File: src/rtl/control_sequencer.sv
// Hardwired fetch/decode/execute sequencer driving the bus datapath strobes.
// Latency: Moore outputs, one state per cycle; 5-9 cycles per instruction plus memory wait.
// Backpressure: stalls in memory wait states until MFC, aborting to HLT after MEM_TIMEOUT cycles.
module control_sequencer #(
   parameter int unsigned MEM_TIMEOUT = 64
) (
   input  logic        clk,
   input  logic        rst,
   input  logic [15:0] IR,
   input  logic        MFC,
   output logic        ALUin1,
   output logic        ALUin2,
   output logic        ALU_outlach,
   output logic        ALU_outEN,
   output logic        G0_in,
   output logic        G1_in,
   output logic        G2_in,
   output logic        G3_in,
   output logic        G0_out,
   output logic        G1_out,
   output logic        G2_out,
   output logic        G3_out,
   output logic        PC_Out,
   output logic        PC_inc,
   output logic        P0_in,
   output logic        P1_in,
   output logic        P1_out,
   output logic        P0_out,
   output logic        mem_EN,
   output logic        mem_RW,
   output logic        MAR_EN,
   output logic        MDR_EN_write,
   output logic        MDR_EN_read,
   output logic        MDR_out,
   output logic        IR_EN,
   output logic        immediate_out,
   output logic [15:0] imm_value,
   output logic        halted,
   output logic        mem_err
);

   typedef enum logic [4:0] {
      ST_F0, ST_F1, ST_F2, ST_F3, ST_DEC,
      ST_A0, ST_A1, ST_A2, ST_A3,
      ST_L0, ST_L1, ST_L2, ST_L3,
      ST_S0, ST_S1, ST_S2,
      ST_I0, ST_I1, ST_O0, ST_M0,
      ST_HLT
   } state_t;

   // Last wait-cycle index; MFC still low here means the access has timed out.
   localparam logic [7:0] TO_LAST = 8'(MEM_TIMEOUT - 1);

   state_t     state;
   state_t     state_nx;
   logic [7:0] wait_cnt;
   logic [7:0] wait_cnt_nx;
   logic       wait_expired;
   logic       timeout_hit;
   logic [3:0] rd_oh;
   logic [3:0] ra_oh;
   logic [3:0] rb_oh;
   logic [3:0] g_in;
   logic [3:0] g_out;

   // Register-field decode; only consumed in DEC and execute states.
   assign rd_oh = 4'b0001 << IR[11:10];
   assign ra_oh = 4'b0001 << IR[9:8];
   assign rb_oh = 4'b0001 << IR[7:6];

   // Immediate is a pure function of IR so the datapath sees it without delay.
   assign imm_value = {{8{IR[7]}}, IR[7:0]};

   assign wait_expired = !MFC && (wait_cnt == TO_LAST);

   // State, wait counter and sticky status flags.
   always_ff @(posedge clk or negedge rst) begin
      if (!rst) begin
         state    <= ST_F0;
         wait_cnt <= 8'd0;
         halted   <= 1'b0;
         mem_err  <= 1'b0;
      end else begin
         state    <= state_nx;
         wait_cnt <= wait_cnt_nx;
         if (state_nx == ST_HLT) begin
            halted <= 1'b1;
         end
         if (timeout_hit) begin
            mem_err <= 1'b1;
         end
      end
   end

   // Next-state: the wait counter is cleared on every transition into a wait state.
   always_comb begin
      state_nx    = state;
      wait_cnt_nx = wait_cnt;
      timeout_hit = 1'b0;
      case (state)
         ST_F0: begin
            state_nx    = ST_F1;
            wait_cnt_nx = 8'd0;
         end
         ST_F1, ST_L1, ST_S2: begin
            if (MFC) begin
               case (state)
                  ST_F1:   state_nx = ST_F2;
                  ST_L1:   state_nx = ST_L2;
                  default: state_nx = ST_F0;
               endcase
            end else if (wait_expired) begin
               state_nx    = ST_HLT;
               timeout_hit = 1'b1;
            end else begin
               wait_cnt_nx = wait_cnt + 8'd1;
            end
         end
         ST_F2: state_nx = ST_F3;
         ST_F3: state_nx = ST_DEC;
         ST_DEC: begin
            if (IR[15]) begin
               state_nx = ST_A0;
            end else begin
               case (IR[14:12])
                  3'b001:  state_nx = ST_L0;
                  3'b010:  state_nx = ST_S0;
                  3'b011:  state_nx = ST_I0;
                  3'b100:  state_nx = ST_O0;
                  3'b101:  state_nx = ST_M0;
                  3'b110:  state_nx = ST_HLT;
                  default: state_nx = ST_F0;
               endcase
            end
         end
         ST_A0: state_nx = ST_A1;
         ST_A1: state_nx = ST_A2;
         ST_A2: state_nx = ST_A3;
         ST_A3: state_nx = ST_F0;
         ST_L0: begin
            state_nx    = ST_L1;
            wait_cnt_nx = 8'd0;
         end
         ST_L2: state_nx = ST_L3;
         ST_L3: state_nx = ST_F0;
         ST_S0: state_nx = ST_S1;
         ST_S1: begin
            state_nx    = ST_S2;
            wait_cnt_nx = 8'd0;
         end
         ST_I0:  state_nx = ST_I1;
         ST_I1:  state_nx = ST_F0;
         ST_O0:  state_nx = ST_F0;
         ST_M0:  state_nx = ST_F0;
         ST_HLT: state_nx = ST_HLT;
         default: state_nx = ST_HLT;
      endcase
   end

   // Moore strobe decode; everything reads 0 while reset is asserted.
   always_comb begin
      ALUin1        = 1'b0;
      ALUin2        = 1'b0;
      ALU_outlach   = 1'b0;
      ALU_outEN     = 1'b0;
      PC_Out        = 1'b0;
      PC_inc        = 1'b0;
      P0_in         = 1'b0;
      P1_in         = 1'b0;
      P1_out        = 1'b0;
      mem_EN        = 1'b0;
      mem_RW        = 1'b0;
      MAR_EN        = 1'b0;
      MDR_EN_write  = 1'b0;
      MDR_EN_read   = 1'b0;
      MDR_out       = 1'b0;
      IR_EN         = 1'b0;
      immediate_out = 1'b0;
      g_in          = 4'b0000;
      g_out         = 4'b0000;
      if (rst) begin
         case (state)
            ST_F0: begin
               PC_Out = 1'b1;
               MAR_EN = 1'b1;
            end
            ST_F1, ST_L1: begin
               mem_EN = 1'b1;
               mem_RW = 1'b1;
            end
            ST_F2, ST_L2: MDR_EN_read = 1'b1;
            ST_F3: begin
               MDR_out = 1'b1;
               IR_EN   = 1'b1;
               PC_inc  = 1'b1;
            end
            ST_A0: begin
               g_out  = ra_oh;
               ALUin1 = 1'b1;
            end
            ST_A1: begin
               g_out  = rb_oh;
               ALUin2 = 1'b1;
            end
            ST_A2: ALU_outlach = 1'b1;
            ST_A3: begin
               ALU_outEN = 1'b1;
               g_in      = rd_oh;
            end
            ST_L0, ST_S0: begin
               g_out  = ra_oh;
               MAR_EN = 1'b1;
            end
            ST_L3: begin
               MDR_out = 1'b1;
               g_in    = rd_oh;
            end
            ST_S1: begin
               g_out        = rd_oh;
               MDR_EN_write = 1'b1;
            end
            ST_S2: mem_EN = 1'b1;
            ST_I0: P1_in = 1'b1;
            ST_I1: begin
               P1_out = 1'b1;
               g_in   = rd_oh;
            end
            ST_O0: begin
               g_out = rd_oh;
               P0_in = 1'b1;
            end
            ST_M0: begin
               immediate_out = 1'b1;
               g_in          = rd_oh;
            end
            default: ;
         endcase
      end
   end

   assign G0_in  = g_in[0];
   assign G1_in  = g_in[1];
   assign G2_in  = g_in[2];
   assign G3_in  = g_in[3];
   assign G0_out = g_out[0];
   assign G1_out = g_out[1];
   assign G2_out = g_out[2];
   assign G3_out = g_out[3];
   assign P0_out = 1'b0;

endmodule
File: config.mk
export PLATFORM = sky130hd
export DESIGN_NAME = control_sequencer
export DESIGN_NICKNAME = d
export VERILOG_FILES = /design/src/rtl/control_sequencer.sv
export SDC_FILE = /design/constraint.sdc
export NUM_CORES = 1
export LEC_CHECK = 0
export CAP_MARGIN = 20
export CORE_ASPECT_RATIO = 0.9
export CORE_MARGIN = 2
export CORE_UTILIZATION = 39
export DETAILED_ROUTE_END_ITERATION = 8
export GPL_TIMING_DRIVEN = 0
export PLACE_DENSITY = 0.77
export SLEW_MARGIN = 20
export SYNTH_ARGS = -nofsm -noshare
export SYNTH_HDL_FRONTEND = slang
export SYNTH_SLANG_ARGS = --single-unit
export TNS_END_PERCENT = 100
File: constraint.sdc
create_clock -name clk -period 2.3 [get_ports clk]
set_clock_uncertainty 0.2 [all_clocks]
set_input_delay 0.46 -clock clk [delete_from_list [all_inputs] [get_ports clk]]
set_output_delay 0.46 -clock clk [all_outputs]
set_load 0.01 [all_outputs]
==> results of run 1 <==
==> routing by layer <==
metal | routed length [um] | share of wire [%]
met3 | 550 | 8.9
met1 | 2435 | 39
met2 | 2932 | 48
met5 | 0 | 0
met4 | 246 | 4.0
==> critical path: cells and delay by family (launching register included) <==
kind                   cells  cell delay (ps)
AND/OR/NAND/NOR            2              530
flip-flops                 1              450
buffers and inverters      3              420
multiplexers               1              260
AO/OA/AOI/OAI              1              120
==> logic make-up after synthesis <==
family,Yosys count,synth area share (%)
other,1,0.2481
and+or+nand+nor,96,35.02
AOI/OAI and AO/OA,33,16.31
buffers and inverters,37,14.65
adders and majority gates,1,0.8277
xor gates and xnor gates,8,4.636
muxes,5,3.477
DFF,15,24.83
==> layout make-up <==
class	count	area, um^2	area share [%]
clock inverters	1	7.507	0.2708
inverters	5	23.77	0.8574
well taps	46	57.56	2.076
plain buffers	27	271.5	9.792
clock buffers	3	41.29	1.489
flip-flops and latches	15	379.1	13.67
repair buffers	89	774.5	27.93
multi-input cells	144	1217	43.91
==> stage by stage <==
stage                power, W  hold slack [ps]  cell area (um^2)  worst slack (ps)  TNS, ps
detailed placement  0.0003843            256.9              2175             -1573   -31090
CTS                 0.0006108            271.3              2651            -458.1    -4135
global placement    0.0003836            256.3              2175             -1541   -31050
floorplan           0.0003183           -35.59              1567            -53.88   -154.1
global route        0.0006341            328.6              2773            -463.9    -4416
finish              0.0006117            314.4              2773            -394.5    -3279
==> registers in the layout (all words and copies together) (netlist names) <==
signal,cells
wait_cnt,8
state,5
halted,1
mem_err,1
==> Yosys cell counts, types with 3 or more instances <==
library cell  count
a31oi_1           3
buf_4            18
xor2_1            6
nor2_1           25
nand2b_1          5
mux2i_1           3
nor3_1           10
dfrtp_1          15
or2_2             3
inv_1             5
a21boi_0          3
nand2_1          15
a21oi_1           5
nand4_1           3
or3_1             5
clkbuf_1         12
nand3_1           9
==> where the power goes <==
part / total [W] / internal (W) / switching [W]
logic: 0.000119 / 0.0000702 / 0.0000489
clock network: 0.000227 / 0.000122 / 0.000105
registers: 0.000266 / 0.000265 / 0.00000124
total: 0.000612 / 0.000457 / 0.000155
==> repair_timing <==
| action | CTS | global route |
|---|---|---|
| endpoints found under the setup margin | 36 | 36 |
| hold endpoints to repair | 15 | 0 |
| pin swaps | 19 | 23 |
| buffers inserted | 28 | 10 |
| gates cloned | 0 | 0 |
| resized for setup | 173 | 40 |
| hold buffers | 1 | 0 |
==> how the worst max path moves through the flow <==
stage                        endpoint  slack, ps  cells past startpoint
final                          G2_out       -390                      7
after global routing           G0_out       -460                      7
after CTS                      G3_out       -460                      7
after detailed placement  ALU_outlach      -1570                      6
after global placement    ALU_outlach      -1540                      6
after floorplan                 G0_in        -50                      6
==> results.cfg, run 1 <==
[critical_path]
crit_start = state[4]
rrSetupSlack_ps = -130
cp_slowest_cell = dfrtp_2
reg2reg_to = wait_cnt[4]
cp_cell_sequence = buf_12 > or3_4 > buf_6 > mux2i_4 > o32ai_2 > and2_1 > buf_2
worstPathMaxFanout = 5
worst_setup_path_end_kind = primary output
critical_path_class = reg -> out
rr_startpoint = state[1]
cp.required_ps = 1640
cp.arrival_ps = 2030
rr_worst_depth = 7
start_kind = flop
cpPeakStageDelay_ps = 450

[logic_synthesis]
asyncSetResetFlopFracSynth_pct = 100.0
yosysSeqAreaShare_pct = 24.83
synth_largest_area_cell = dfrtp_1
synth.avg_cell_area_um2 = 7.711
ys_top_cells_by_area = dfrtp_1 25%, buf_4 8.9%, nor2_1 6.2%
synth_nets = 216
synth_edf_count = 0
netlist_area_um2 = 1511
synth_cells = 196
synth_ff_type = dfrtp_1
synth_top_cell_area_share_pct = 24.83
ys_types = 53
ys_ff_latch = 15
ys_warn_count = 0

[placed_design]
dp_cells = 297
dp_hpwl_um = 3035
numPortBuffers = 55
gp_congestion = 0.8375

[layout]
layout_commonest_cell = buf_4
instances_no_fill = 330
final_nets = 305
n_fill_cell = 259
final_layout_size_suffix_gt1_share_pct = 49.65
final_util_pct = 74.31
layout_common_cells = 39 x buf_4, 26 x clkdlybuf4s50_1, 18 x nor2_1, 18 x buf_2, 14 x buf_6
area_delta_synth_final_pct = 83.44
diodes = 0

[detailed_routing]
ant_nets = 0
num_vias = 1966
totalWireLength_um = 6165
remaining_drc_errors = 0
viasPerCell = 5.958
first_pass_iters = 5
drt_iter0_drc = 180
wl_per_cell_um = 18.68

[timing]
slew_headroom_pct = 52.42
tightestPinTransition_ps = 711.3
fin_crit_sh_pct = 117.2
setup_viol = 22
slew_violations = 0
fin_ws_ps = -394.5
hold_violations = 0
grt_setup_unrepaired = true
fmax_mhz = 371.1
finalCriticalPeriod_ps = 2695

[grt]
busiest_layer = met2
gr-usage-met1_pct = 32.33
antenna_found_initial = 0
grtUsageMet2_pct = 40.50
grt_pass1_wl_um = 8928
grt_start_max_net_pins = 16
grt_pass1_vias = 1799
grt.total_usage_pct = 24.99
grt_use_met3_pct = 5.280
overflow = 0

[clocking]
cts_sinks = 15
cts_tree = built
clkTransAtPathRegs_ps = 70
cts_max_path_buffers = 2
htreeDepth = 1
root_buffer = clkbuf_8
cts_made_buffers = 3
clk-insertion-delay-late_ps = 260

[floorplanning]
num_io_pins = 63
die_h_um = 63.06
placementRows = 21
core_area_um2 = 3731
start_util_pct = 40.51
die-width_um = 69.62
die_area_um2 = 4390

[flow_run]
maxCapViolations = 0

[worst_hold_path]
hold_depth = 1
whs_endpoint = wait_cnt[6]
min-delay-start = wait_cnt[6]
min_path_type = reg -> reg

[power_and_ir_drop]
vdd_drop_max_uv = 145.9
power_density_nw_per_um2 = 220.6
p_leak_nw = 1.204

[outcome]
status = finished with violations
failed_checks = negative setup slack
Power figures use the tool's default switching activity.
==> run 2, diff against run 1 <==
--- a/config.mk
+++ b/config.mk
@@ -11,6 +11,7 @@
 export CORE_UTILIZATION = 39
 export DETAILED_ROUTE_END_ITERATION = 8
 export GPL_TIMING_DRIVEN = 0
+export HOLD_SLACK_MARGIN = 0.03
 export PLACE_DENSITY = 0.77
 export SLEW_MARGIN = 20
 export SYNTH_ARGS = -nofsm -noshare
==> results of run 2 <==
The final DEF is identical to that of run 1; final timing and power are the same.
